$ cat config.mk
export PLATFORM = sky130hd
export DESIGN_NAME = wave_cfg
export DESIGN_NICKNAME = d
export VERILOG_FILES = /design/src/rtl/func_gen_pkg.sv /design/src/rtl/udiv32.sv /design/src/rtl/wave_cfg.sv
export SDC_FILE = /design/constraint.sdc
export NUM_CORES = 1
export LEC_CHECK = 0
export ABC_AREA = 1
export BUFFER_PORTS_ARGS = -buffer_cell sky130_fd_sc_hd__buf_2
export CAP_MARGIN = 20
export CORE_ASPECT_RATIO = 1.2
export CORE_MARGIN = 2
export CORE_UTILIZATION = 40
export DETAILED_ROUTE_END_ITERATION = 7
export SYNTH_ARGS = -nofsm -noshare
export SYNTH_HDL_FRONTEND = slang
export SYNTH_SLANG_ARGS = --single-unit
$ cat constraint.sdc
create_clock -name clk -period 6.4 [get_ports clk]
set_clock_uncertainty 0.1 [all_clocks]
set_input_delay 1.28 -clock clk [delete_from_list [all_inputs] [get_ports clk]]
set_output_delay 1.28 -clock clk [all_outputs]
set_load 0.02 [all_outputs]
$ cat src/rtl/func_gen_pkg.sv
// Shared waveform-generator definitions: waveform types, per-type step counts,
// per-type count limits and the power-on step count.
package func_gen_pkg;

  typedef enum logic [2:0] {
    SINE     = 3'd0,
    TRIANGLE = 3'd1,
    SQUARE   = 3'd2,
    PWM      = 3'd3,
    PATTERN  = 3'd4
  } signal_t;

  typedef enum logic [1:0] {IDLE, PREP, DIV, FIN} cfg_state_t;

  localparam logic [31:0] STEPS_SQUARE  = 32'd2;
  localparam logic [31:0] STEPS_PWM     = 32'd256;
  localparam logic [31:0] STEPS_PATTERN = 32'd16;

  localparam logic [31:0] LIMIT_WAVE    = 32'd9999;
  localparam logic [31:0] LIMIT_PATTERN = 32'd62499;
  localparam logic [31:0] LIMIT_PULSE   = 32'd499999;

  localparam logic [31:0] RESET_COUNT   = 32'd999;

  // LUT-based waveforms use the configurable sample count.
  function automatic logic [31:0] step_count(input logic [2:0] t, input logic [31:0] samples);
    case (t)
      SQUARE:  return STEPS_SQUARE;
      PWM:     return STEPS_PWM;
      PATTERN: return STEPS_PATTERN;
      default: return samples;
    endcase
  endfunction

  function automatic logic [31:0] upper_limit(input logic [2:0] t);
    case (t)
      SINE, TRIANGLE: return LIMIT_WAVE;
      PATTERN:        return LIMIT_PATTERN;
      default:        return LIMIT_PULSE;
    endcase
  endfunction

endpackage

$ cat src/rtl/udiv32.sv
// 32-bit unsigned serial restoring divider, one quotient bit per clock.
// The start edge performs the first of the 32 iterations; done pulses after the last.
module udiv32 (
  input  logic        clk,
  input  logic        rst_n,
  input  logic        start,
  input  logic [31:0] dividend,
  input  logic [31:0] divisor,
  output logic        done,
  output logic [31:0] quotient
);

  logic [31:0] rem;
  logic [31:0] dvs;
  logic [4:0]  cnt;
  logic        run;
  logic [63:0] nxt;

  // Returns {remainder, quotient} after shifting in one dividend bit.
  function automatic logic [63:0] div_step(input logic [31:0] r, input logic [31:0] q,
                                           input logic [31:0] d);
    logic [32:0] trial;
    logic [32:0] diff;
    trial = {r, q[31]};
    diff  = trial - {1'b0, d};
    if (!diff[32]) return {diff[31:0], q[30:0], 1'b1};
    return {trial[31:0], q[30:0], 1'b0};
  endfunction

  assign nxt = div_step(start ? 32'd0 : rem, start ? dividend : quotient, start ? divisor : dvs);

  always_ff @(posedge clk) begin
    if (start || run) {rem, quotient} <= nxt;
    if (start) dvs <= divisor;
  end

  always_ff @(posedge clk) begin
    if (!rst_n) begin
      run  <= 1'b0;
      cnt  <= 5'd0;
      done <= 1'b0;
    end else begin
      done <= 1'b0;
      if (start) begin
        run <= 1'b1;
        cnt <= 5'd1;
      end else if (run) begin
        cnt <= cnt + 5'd1;
        if (cnt == 5'd31) begin
          run  <= 1'b0;
          done <= 1'b1;
        end
      end
    end
  end

endmodule

$ cat src/rtl/wave_cfg.sv
// Converts a requested output frequency and waveform type into the per-step
// clock count: floor(CLK_HZ / (freq * steps)) - 1, limited per waveform type.
module wave_cfg
  import func_gen_pkg::*;
#(
  parameter int unsigned CLK_HZ  = 100_000_000,
  parameter int unsigned SAMPLES = 100
) (
  input  logic        clk,
  input  logic        rst_n,
  input  logic        req_valid,
  output logic        req_ready,
  input  logic [23:0] freq_hz,
  input  logic [2:0]  sig_type,
  output logic [31:0] set_count,
  output logic [2:0]  sig_type_out,
  output logic        cfg_valid,
  output logic        clamped,
  output logic        err,
  output logic        busy
);

  cfg_state_t  state;
  logic [23:0] freq_q;
  logic [2:0]  type_q;
  logic [31:0] den;
  logic [31:0] quo;
  logic        div_start;
  logic        div_done;
  logic        bad_req;

  // Returns {clamped, count}; a zero quotient cannot be decremented.
  function automatic logic [32:0] saturate(input logic [31:0] q, input logic [31:0] lim);
    if (q == 32'd0) return {1'b1, 32'd0};
    if ((q - 32'd1) > lim) return {1'b1, lim};
    return {1'b0, q - 32'd1};
  endfunction

  assign req_ready = (state == IDLE) && rst_n;
  assign bad_req   = (freq_q == 24'd0) || (type_q > 3'(PATTERN));
  assign den       = 32'(freq_q) * step_count(type_q, 32'(SAMPLES));
  assign div_start = (state == PREP) && !bad_req;

  udiv32 u_div (
    .clk      (clk),
    .rst_n    (rst_n),
    .start    (div_start),
    .dividend (32'(CLK_HZ)),
    .divisor  (den),
    .done     (div_done),
    .quotient (quo)
  );

  always_ff @(posedge clk) begin
    if (req_valid && req_ready) begin
      freq_q <= freq_hz;
      type_q <= sig_type;
    end
  end

  always_ff @(posedge clk) begin
    if (!rst_n) begin
      state        <= IDLE;
      set_count    <= RESET_COUNT;
      sig_type_out <= SINE;
      cfg_valid    <= 1'b0;
      err          <= 1'b0;
      clamped      <= 1'b0;
      busy         <= 1'b0;
    end else begin
      cfg_valid <= 1'b0;
      err       <= 1'b0;
      case (state)
        IDLE: if (req_valid) begin
          busy  <= 1'b1;
          state <= PREP;
        end
        PREP: if (bad_req) begin
          err   <= 1'b1;
          busy  <= 1'b0;
          state <= IDLE;
        end else begin
          state <= DIV;
        end
        DIV: if (div_done) state <= FIN;
        FIN: begin
          {clamped, set_count} <= saturate(quo, upper_limit(type_q));
          sig_type_out <= type_q;
          cfg_valid    <= 1'b1;
          busy         <= 1'b0;
          state        <= IDLE;
        end
        default: state <= IDLE;
      endcase
    end
  end

endmodule

## Word level (Yosys, flattened, before mapping)

Index checks and enable logic that the tools add are counted.

| storage, ports and cells | value |
|---|---|
| memories | 0 |
| bits in latches | 0 |
| RAM bits | 0 |
| memory bits (read-only) | 0 |
| output and inout port bits | 40 |
| register bits after elaboration | 171 |

| operators by class | value |
|---|---|
| divide/modulo/power cells | 0 |
| $mul | 1 |
| order comparisons | 2 |
| reduce and logical (&&, ||, !) cells | 18 |
| shift operators | 0 |
| add/sub/neg operators | 3 |
| muxes and demuxes | 34 |
| bitwise gates (word level) | 2 |
| equal/unequal tests | 11 |

Operators with widths:

| kind | number |
|---|---|
| $mux 32 | 5 |
| $mux 33 | 4 |
| $mux 64 | 1 |
| $pmux 19 s2 | 1 |
| $sub 33x32->33 | 1 |
| $gt 32x32->1 | 1 |
| $logic_not 32->1 | 1 |
| $mul 24x32->32 | 1 |
| $sub 32x1->32 const B | 1 |
| $pmux 9 s3 | 1 |
| $logic_not 24->1 | 1 |
| $mux 1 | 17 |
| $pmux 2 s4 | 1 |
| $eq 3x2->1 const B | 2 |
| $mux 2 | 3 |
| $add 5x1->5 const B | 1 |
| $eq 5x5->1 const B | 1 |
| $eq 2x2->1 const B | 2 |
| $ne 2x2->1 const B | 2 |
| $reduce_and 2->1 | 2 |
| $reduce_or 2->1 | 2 |
| $eq 3x1->1 const B | 1 |
| $eq 3x3->1 const B | 1 |
| $gt 3x3->1 const B | 1 |
| other kinds (13) | 17 |

## Longest topological paths before layout

Gate-level depths: netlist (run 1).

| depth | value |
|---|---|
| depth after elaboration | 12 |
| gate-level depth with buffers | 39 |
| gate-level depth less buffers | 37 |

## By module

From an unflattened synthesis (run 1), not the netlist that was laid out.

| unflattened totals | value |
|---|---|
| cells, all modules | 2238 |
| area, all modules | 15950.3 µm² |

By module, submodules not included:

| module | times used | cells an instance | seq. area each (µm²) | area an instance (µm²) |
|---|---|---|---|---|
| wave_cfg | 1 | 1174 | 1631.6 | 8897.3 |
| udiv32 | 1 | 1064 | 2702.6 | 7053.0 |

## Least setup slack after synthesis (run 1)

OpenSTA, ideal clock, no wires.

| timing | value |
|---|---|
| path type | reg-to-reg |
| from | register type_q[0] |
| to | register u_div.rem[0], data pin |
| stages on the path, launching flop included | 36 |
| setup time | 0.257 ns |
| path buffers | 2 |
| clock period less this slack | 6.961 ns |
| required time | 6.043 ns |
| slack | -0.561 ns |
| arrival | 6.605 ns |
| cells stage by stage | edfxtp_1 > nor2_1 > nor2_1 > nor2_1 > clkbuf_1 > nor2_1 > ha_1 > inv_1 > fa_1 > inv_1 > fa_1 > inv_1 > fa_1 > inv_1 > ha_1 > a21oi_1 > nand2_1 > a21oi_1 > o21ai_1 > a21boi_0 > o21bai_1 > xor2_1 > o21ai_0 > inv_1 > ha_1 > a21oi_1 > o21ai_0 > inv_1 > o21ai_0 > a221oi_1 > nand3_1 > nand2_2 > inv_1 > buf_2 > nand3_1 > o21ai_1 |

| on the way | value |
|---|---|
| cells in the longest elaborated chain, start to end | 7 |

Ends and longest elaborated chain:

| element | line | text |
|---|---|---|
| from (decl) | wave_cfg.sv:25 | `logic [2:0] type_q;` |
| from (signal assigned) | wave_cfg.sv:57 | `type_q <= sig_type;` |
| parallel branches: the longest is 6 deep, another holds $sub 33x32->33 | - |  |
| $mux 64 (*) | udiv32.sv:27 | `return {trial[31:0], q[30:0], 1'b0};` |
| via u_div.nxt[32] | udiv32.sv:17 | `logic [63:0] nxt;` |
| to (signal assigned) | udiv32.sv:33 | `if (start \|\| run) {rem, quotient} <= nxt;` |
| to (decl) | udiv32.sv:13 | `logic [31:0] rem;` |

Mark *: on every way through the listed nets, which the timed path passes.
A chain may end at the register's enable or synchronous reset.

## Worst setup path after layout (run 1)

Ends and elaborated chain as after synthesis.

==> results of run 1 <==
[metal layers]
layer  GRT usage  vias to the layer above  share of wire
met4      0.0802                        0          0.040
met2       0.382                      214           0.51
li1            -                     6653              -
met1       0.249                     6379           0.42
met3      0.0288                       84          0.029
met5           0                        -              0
[cell families (layout without fill, tap and decap cells)]
group,after synthesis,count (layout),share of synthesized area
other cells,0,1,0
flops,171,171,0.292
xor+xnor,66,66,0.0390
compound gates,248,248,0.0931
buf+inv,446,745,0.114
fa+ha+maj,247,247,0.252
simple gates,747,747,0.210
[through the flow]
stage | hold slack [ns] | setup slack [ns]
after floorplan | 0.314 | 0.00265
after global placement | 0.324 | -0.437
after detailed placement | 0.327 | -0.485
after CTS | 0.340 | -0.273
after global routing | 0.358 | -0.662
final | 0.339 | -0.376
[tightest hold or removal path, stage by stage, from the launching register on]
cell and delay (ns):
dfxtp_1 0.31, nand2_1 0.06, nor2_1 0.03
[cell usage after synthesis, types with 3 or more instances]
cell	count	area share
a21boi_0	5	0.0025
a21o_1	8	0.0040
a21oi_1	87	0.029
a221oi_1	4	0.0024
a31oi_1	6	0.0025
and3_1	3	0.0013
buf_1	4	0.0010
buf_2	6	0.0020
clkbuf_1	28	0.0071
dfxtp_1	80	0.11
edfxtp_1	91	0.18
fa_1	86	0.12
ha_1	161	0.14
inv_1	404	0.10
nand2_1	365	0.092
nand2_2	6	0.0025
nand3_1	53	0.018
nand3b_1	4	0.0020
nand4_1	22	0.0093
nor2_1	236	0.060
nor2_2	5	0.0021
nor3_1	17	0.0057
nor4_1	9	0.0038
o21a_1	6	0.0030
o21ai_0	101	0.034
o21ai_1	10	0.0034
o21bai_1	10	0.0051
o31ai_1	3	0.0015
or2_2	20	0.0084
xnor2_1	17	0.010
xor2_1	49	0.029
[path summary, 6_finish.rpt]
path | to | slack [ns]
worst max register to register | u_div.rem[0] | -0.38
worst min-delay path | set_count[19] | 0.34
worst min register to register | set_count[19] | 0.34
worst max-delay path | u_div.rem[0] | -0.38
[registers in the layout, indices dropped and copies added, names as in the netlist, named ones only]
signal,cells
err,1
u_div.dvs,32
clamped,1
state,1
u_div.quotient,32
cfg_valid,1
busy,1
u_div.run,1
u_div.cnt,5
u_div.done,1
set_count,32
sig_type_out,3
freq_q,24
type_q,3
u_div.rem,32
[power by group]
group	internal (mW)	switching, mW	total, mW
Combinational	2.50	2.82	5.32
Sequential	1.52	0.0896	1.60
Clock	0.549	0.522	1.07
[timing repair]
action | CTS | global route
setup buffers | 24 | 22
cloned | 5 | 5
endpoints found under the setup margin | 33 | 33
hold endpoints to repair | 0 | 0
pin swaps | 63 | 83
gates resized for setup | 142 | 166
[area by class of cell]
| type | instances | share of cell area |
|---|---|---|
| antenna | 1 | 0.000128 |
| clock buffer | 20 | 0.0239 |
| clock inverter | 12 | 0.00615 |
| inverter | 407 | 0.0784 |
| multi-input combinational | 1308 | 0.514 |
| sequential | 171 | 0.222 |
| tap | 474 | 0.0303 |
| timing repair buffer | 306 | 0.125 |
==> run summary, run 1 <==
The fill cell total of the finished layout came out at 3351. The clock passes through at most 2 buffers. A synthesized cell averages 7.71 um^2. The overall fraction of global-route tracks in use came out at 0.210. The count of input and output buffers is 69. After detailed placement, the total cell area comes to 0.0171 mm^2. The number of buffers inserted by hold repair at cts came out at 0.

STA classifies the critical path endpoint as a flop. The routed layout has 13300 vias. The data arrival time at the worst-slack endpoint came out at 6.90 ns. TritonCTS built the clock tree. In this design, the stage delay of the slowest critical-path cell is about 0.58 ns.

The cell depth of the worst min-delay path came out at 2. Once layout is complete, the utilization of the core stands at 0.532. The die span in x is between 150 and 200 um. The startpoint of the worst setup timing path is type_q[0]. The final wirelength came out at 41.6 mm. The area of the mapped netlist is 0.0148 mm^2.

For this run, asynchronously set or reset flops after synthesis account for 0. After detailed placement, the design holds a cell count of 2611. During synthesis, Yosys emitted a total of 0 warnings. STA classifies the critical path startpoint as a flop. Clock tree synthesis inserted a total of 17 buffers. The sequential cell area fraction in the yosys report came out at 0.292. The area of the placeable core came out at 0.0367 mm^2. The number of hold-slack violations in the final timing report came out at 0. The worst register-to-register path has a depth of 35. The first-pass GRT wire length is about 66 mm. Once detailed placement completed, the half-perimeter wirelength came to slightly below 30 mm. Setup repair after global routing could not meet its margin everywhere. The class of the tightest hold or removal check is flop to flop.

The placer congestion estimate is 0.869. The worst-case headroom to the max-slew limit came out at 0.389. The transition time at the pin with the least slew margin came out at 0.917 ns. The count of antenna-violating nets left after detailed routing came out at 0.

The latest clock arrival within the worst-skew pair is 0.47 ns. The library cell contributing the largest single delay on the critical path is fa_1. The cell type group with the largest total delay on the critical path is adder cells. After clock tree synthesis, the clock-pin slew on the worst setup and hold paths is 0.08 ns. Dividing the detail-routed via count by the number of cells gives 4.94. The area of the multi-input gates came out at roughly 0.010 mm^2. The netlist uses 45 different library cells.

The total chip power came out at 7.99 mW. The combined buffer and inverter count along the critical path came out at 10. The first TritonRoute pass finished after 5 iterations. The max-cap violation count came out at 0. The cell depth of the worst setup path is 35.

The most frequently used flop master after synthesis is edfxtp_1. The number of global-route vias before repair came out at 13500. The top achievable clock speed came out at ~150 MHz.

The most frequent standard cell in the layout excluding fill and tap cells is inv_1. The worst voltage drop across the vdd grid is 0.000314 V. The worst setup path is of the flop to flop kind.

The top-level port count came out at 70. The library cells used most frequently in the layout, excluding fill and tap cells, are 368 x inv_1, 343 x nand2_1, 211 x buf_4. After global routing the overflow that remains totals 0. The required time of the critical path came out at 6.52 ns. The initial detailed-routing violation count is 643. The largest net degree at the start of global routing is 65.

The leakage power figure came out at 9.49 nW. The final critical path time including I/O delays and setup came out at 6.78 ns. The share of the cycle needed by the critical path after routing came out at 1.06.

When the netlist entered floorplanning its net count stood at 2202. The H-tree depth is 4. In this run the worst path has a maximum fanout of 10.

The net total in the final layout came out at 2488. The summed area of non-filler cells in the final layout is slightly below 0.02 mm^2. The flow ran to the end, but the final reports show violations.

The startpoint identified for the worst register-to-register timing path is type_q[0]. The number of rows created at floorplan came out at 77. The area growth from synthesis to layout came out at 31.7%. For the final routed database, the setup TNS stands at -11.00 ns. The number of instances in the synthesized netlist came out at between 1500 and 2000. The checks that failed: negative setup slack. Setup slack on the critical path of the routed design comes to -0.376 ns. The initial antenna violation count came out at 1.

The number of clock sinks is about 170. The startpoint identified for the worst hold timing path is set_count[19]. The share of post-route cells with drive strength above 1 is 0.265. After detailed routing, the average wire length per cell comes to 15.4 um. The register bit total from synthesis is roughly 170. The number of setup violations in the final report is 33. The power density over the cells is 409 mW/mm^2.

Counting flops with a built-in enable in the synthesized netlist gives 91. The floorplan step defined a die boundary enclosing 0.0387 mm^2. The sequential cells in the finished layout cover a total of 0.00433 mm^2. The non-filler instance count after layout is around 2700. The number of slew-limit violations in the final report came out at 0. The effective utilization at floorplan is 0.404. The DRC violations left came out at 0. The die height is 215 um. Clock tree synthesis selected as its root buffer the cell clkbuf_16.
No activity file was read; power rests on OpenSTA's default activity.
==> run 2: changes to the inputs <==
- clock period: 6.4 -> 6.98 ns (I/O delays scaled with it)
==> run 2 against run 1 <==
Compared with the run above: the run now ends clean; wire length fell by 9.4%; flip-flop and latch count did not move; design area fell by 8.9%; critical path depth rose by 3; count of clock-buffer cells in the layout fell by 2; critical path type unchanged.
==> run summary, run 2 (synthesized netlist as in run 1, its figures left out) <==
The post-placement cell area is 0.0163 mm^2 (-5.0%). The non-filler instance count after layout came out at 2560 (-5.2%). The cell repeated most along the worst path is inv_1. The longest individual stage delay on the worst path came out at 0.58 ns (about the same). The final critical path time including I/O delays and setup came out at 6.73 ns (-0.0485 ns). The cell sitting at the root of the clock tree is a clkbuf_16. The H-tree depth was 4 (unchanged). The combined buffer and inverter count along the critical path came out at 15 (+5).

The total number of vias came out at 12600 (-5.6%). The power density over the cells was 356 mW/mm^2 (-13%). The ratio of routed vias to standard cells came to 4.91 (-0.53%). Setup repair after global routing could not meet its margin everywhere. The half-perimeter wire length after placement came to 28.9 mm (-2.6%). In the layout the commonest cells are 392 x inv_1, 346 x nand2_1, 219 x nor2_1. For this design, the slowest cell found on the critical path is fa_1. The maximum count of clock buffers along a single path came out at 2 (unchanged). The data arrival time at the worst-slack endpoint came out at 6.81 ns (-0.09 ns). The initial detailed-routing violation count was 709 (+10%).

The placer congestion estimate is 0.918 (+5.6%). The sort of element at the start of the critical path is a flop. The worst-case headroom to the max-slew limit came out at 0.403 (+0.0138). The number of clock sinks came out at 171 (unchanged).

The number of slew-limit violations in the final report is 0 (unchanged). The area of the die is 0.0387 mm^2 (unchanged). The smallest setup slack after layout came out at 0.252 ns (+0.629 ns).

The number of hold-slack violations in the final timing report came to 0 (unchanged). The transition time at the pin with the least slew margin is 0.896 ns (-0.0207 ns). The area growth from synthesis to layout is 20.1%. The count of input and output buffers is 69 (unchanged). The max-cap violation count is 0 (unchanged). The per-cell routed wire length came to 14.7 um (-4.5%). The fill cell total of the finished layout came to 3506 (+4.6%). The run finished with clean final reports. The share of post-route cells with drive strength above 1 came out at 0.172 (-0.0932). The summed area of non-filler cells in the final layout is 0.0178 mm^2 (-8.9%).

The required time of the critical path came to 7.07 ns (+0.55 ns). The effective utilization at floorplan came out at 0.404 (unchanged). The post-placement setup slack was -0.0106 ns (+0.474 ns).

The final worst hold slack came out at 0.341 ns (+0.00243 ns). The overall fraction of global-route tracks in use came to 0.191 (-0.0185). In this run the worst hold path is classified as flop to flop.

The die span in x came out at 180 um (unchanged). The worst voltage drop across the vdd grid came out at 0.000243 V (-23%). The overall overflow remaining after global route is 0 (unchanged). The area of the multi-input gates is 0.00950 mm^2 (-5.5%). The first-pass iteration count of the detailed router came out at 5 (unchanged).

The nature of the critical path endpoint is a flop. The largest fanout on the critical path is 20 (+10). The number of global-route vias before repair is 12500 (-7.0%).

The DRC violations left is 0 (unchanged). The final wirelength is 37.7 mm (-9.4%). Leaving out fill and tap cells, the most frequent cell in the layout is inv_1.

The top achievable clock speed came out at 149 MHz (+0.72%). The clock transition at the register clock pins on the worst setup and hold paths after CTS came out at 0.07 ns (about the same). The critical setup path kind is flop to flop. The number of setup violations in the final report was 0 (-100%).

The number of rows created at floorplan is 77 (unchanged). The die height came to 215 um (unchanged). The count of antenna-violating nets left after detailed routing is 0 (unchanged). The area taken by flip-flops and latches came to 0.00433 mm^2 (unchanged).

The initial antenna violation count was 0 (-1). Broken down by cell family, the worst path's largest delay share belongs to adder cells. The top-level port count came out at 70 (unchanged). The number of diodes came out at 0 (-1). The latest clock arrival within the worst-skew pair is 0.45 ns (-0.02 ns). The post-placement cell count came out at 2505 (-4.1%). The net total in the final layout is 2350 (-5.5%). The number of buffers inserted by hold repair at cts is 0 (unchanged). The share of the cycle needed by the critical path after routing is 0.964 (-0.0949). The area of the placeable core is 0.0367 mm^2 (unchanged). The largest net degree at the start of global routing is 65 (unchanged). The first-pass GRT wire length was 60.8 mm (-8.0%). The leakage power figure came to 8.74 nW (-8.0%). TritonCTS built the clock tree.

The clock buffer count from CTS came out at 17 (unchanged).
run 2: layout make-up:
| type | instances | area share |
|---|---|---|
| clock inverter | 14 | 0.00997 |
| sequential | 171 | 0.243 |
| tap | 474 | 0.0333 |
| inverter | 407 | 0.0860 |
| timing repair buffer | 168 | 0.0701 |
| multi-input combinational | 1308 | 0.533 |
| clock buffer | 18 | 0.0241 |
run 2: per-layer routing:
metal	wire length, um	track usage	part of all wire	up-vias
met5	0	0	0	-
met4	782	0.0615	0.021	0
met3	1150	0.0227	0.030	57
met2	18900	0.334	0.50	223
met1	16800	0.246	0.45	5937
li1	-	-	-	6360
run 2: final timing paths:
| kind | cells after the start | from | slack, ns | end |
|---|---|---|---|---|
| min | 2 | set_count[20] | 0.34 | set_count[20] |
| min reg2reg | 2 | set_count[20] | 0.34 | set_count[20] |
| max reg2reg | 38 | type_q[1] | 0.25 | u_div.rem[13] |
| max | 38 | type_q[1] | 0.25 | u_div.rem[13] |
run 2: worst reg2reg max path, delay by kind of cell (launching register included):
| family | cells | cell delay [ns] |
|---|---|---|
| fa+ha+maj | 6 | 2.24 |
| buf+inv | 15 | 1.57 |
| simple gates | 9 | 0.99 |
| compound gates | 7 | 0.99 |
| flops | 1 | 0.44 |
| xor+xnor | 1 | 0.13 |
run 2: per-stage QoR:
step / power [mW] / TNS, ns / utilization
finish: 6.34 / 0 / 0.485
global route: 6.87 / -3.19 / 0.485
CTS: 5.83 / 0 / 0.461
detailed placement: 4.79 / -0.0343 / 0.444
global placement: 4.77 / 0 / 0.444
floorplan: 3.79 / 0 / -
run 2: repair_timing:
action                                  CTS  global route
endpoints found under the setup margin   29            33
gates cloned                              0             4
pin swaps                                 0            51
resized for setup                         4           166
buffers inserted                          0            19
hold endpoints to repair                  0             0
run 2: where the power goes:
group / switching (mW) / internal (mW) / total [mW]
clock: 0.481 / 0.514 / 0.994
combinational: 2.27 / 1.60 / 3.87
sequential: 0.0823 / 1.39 / 1.47
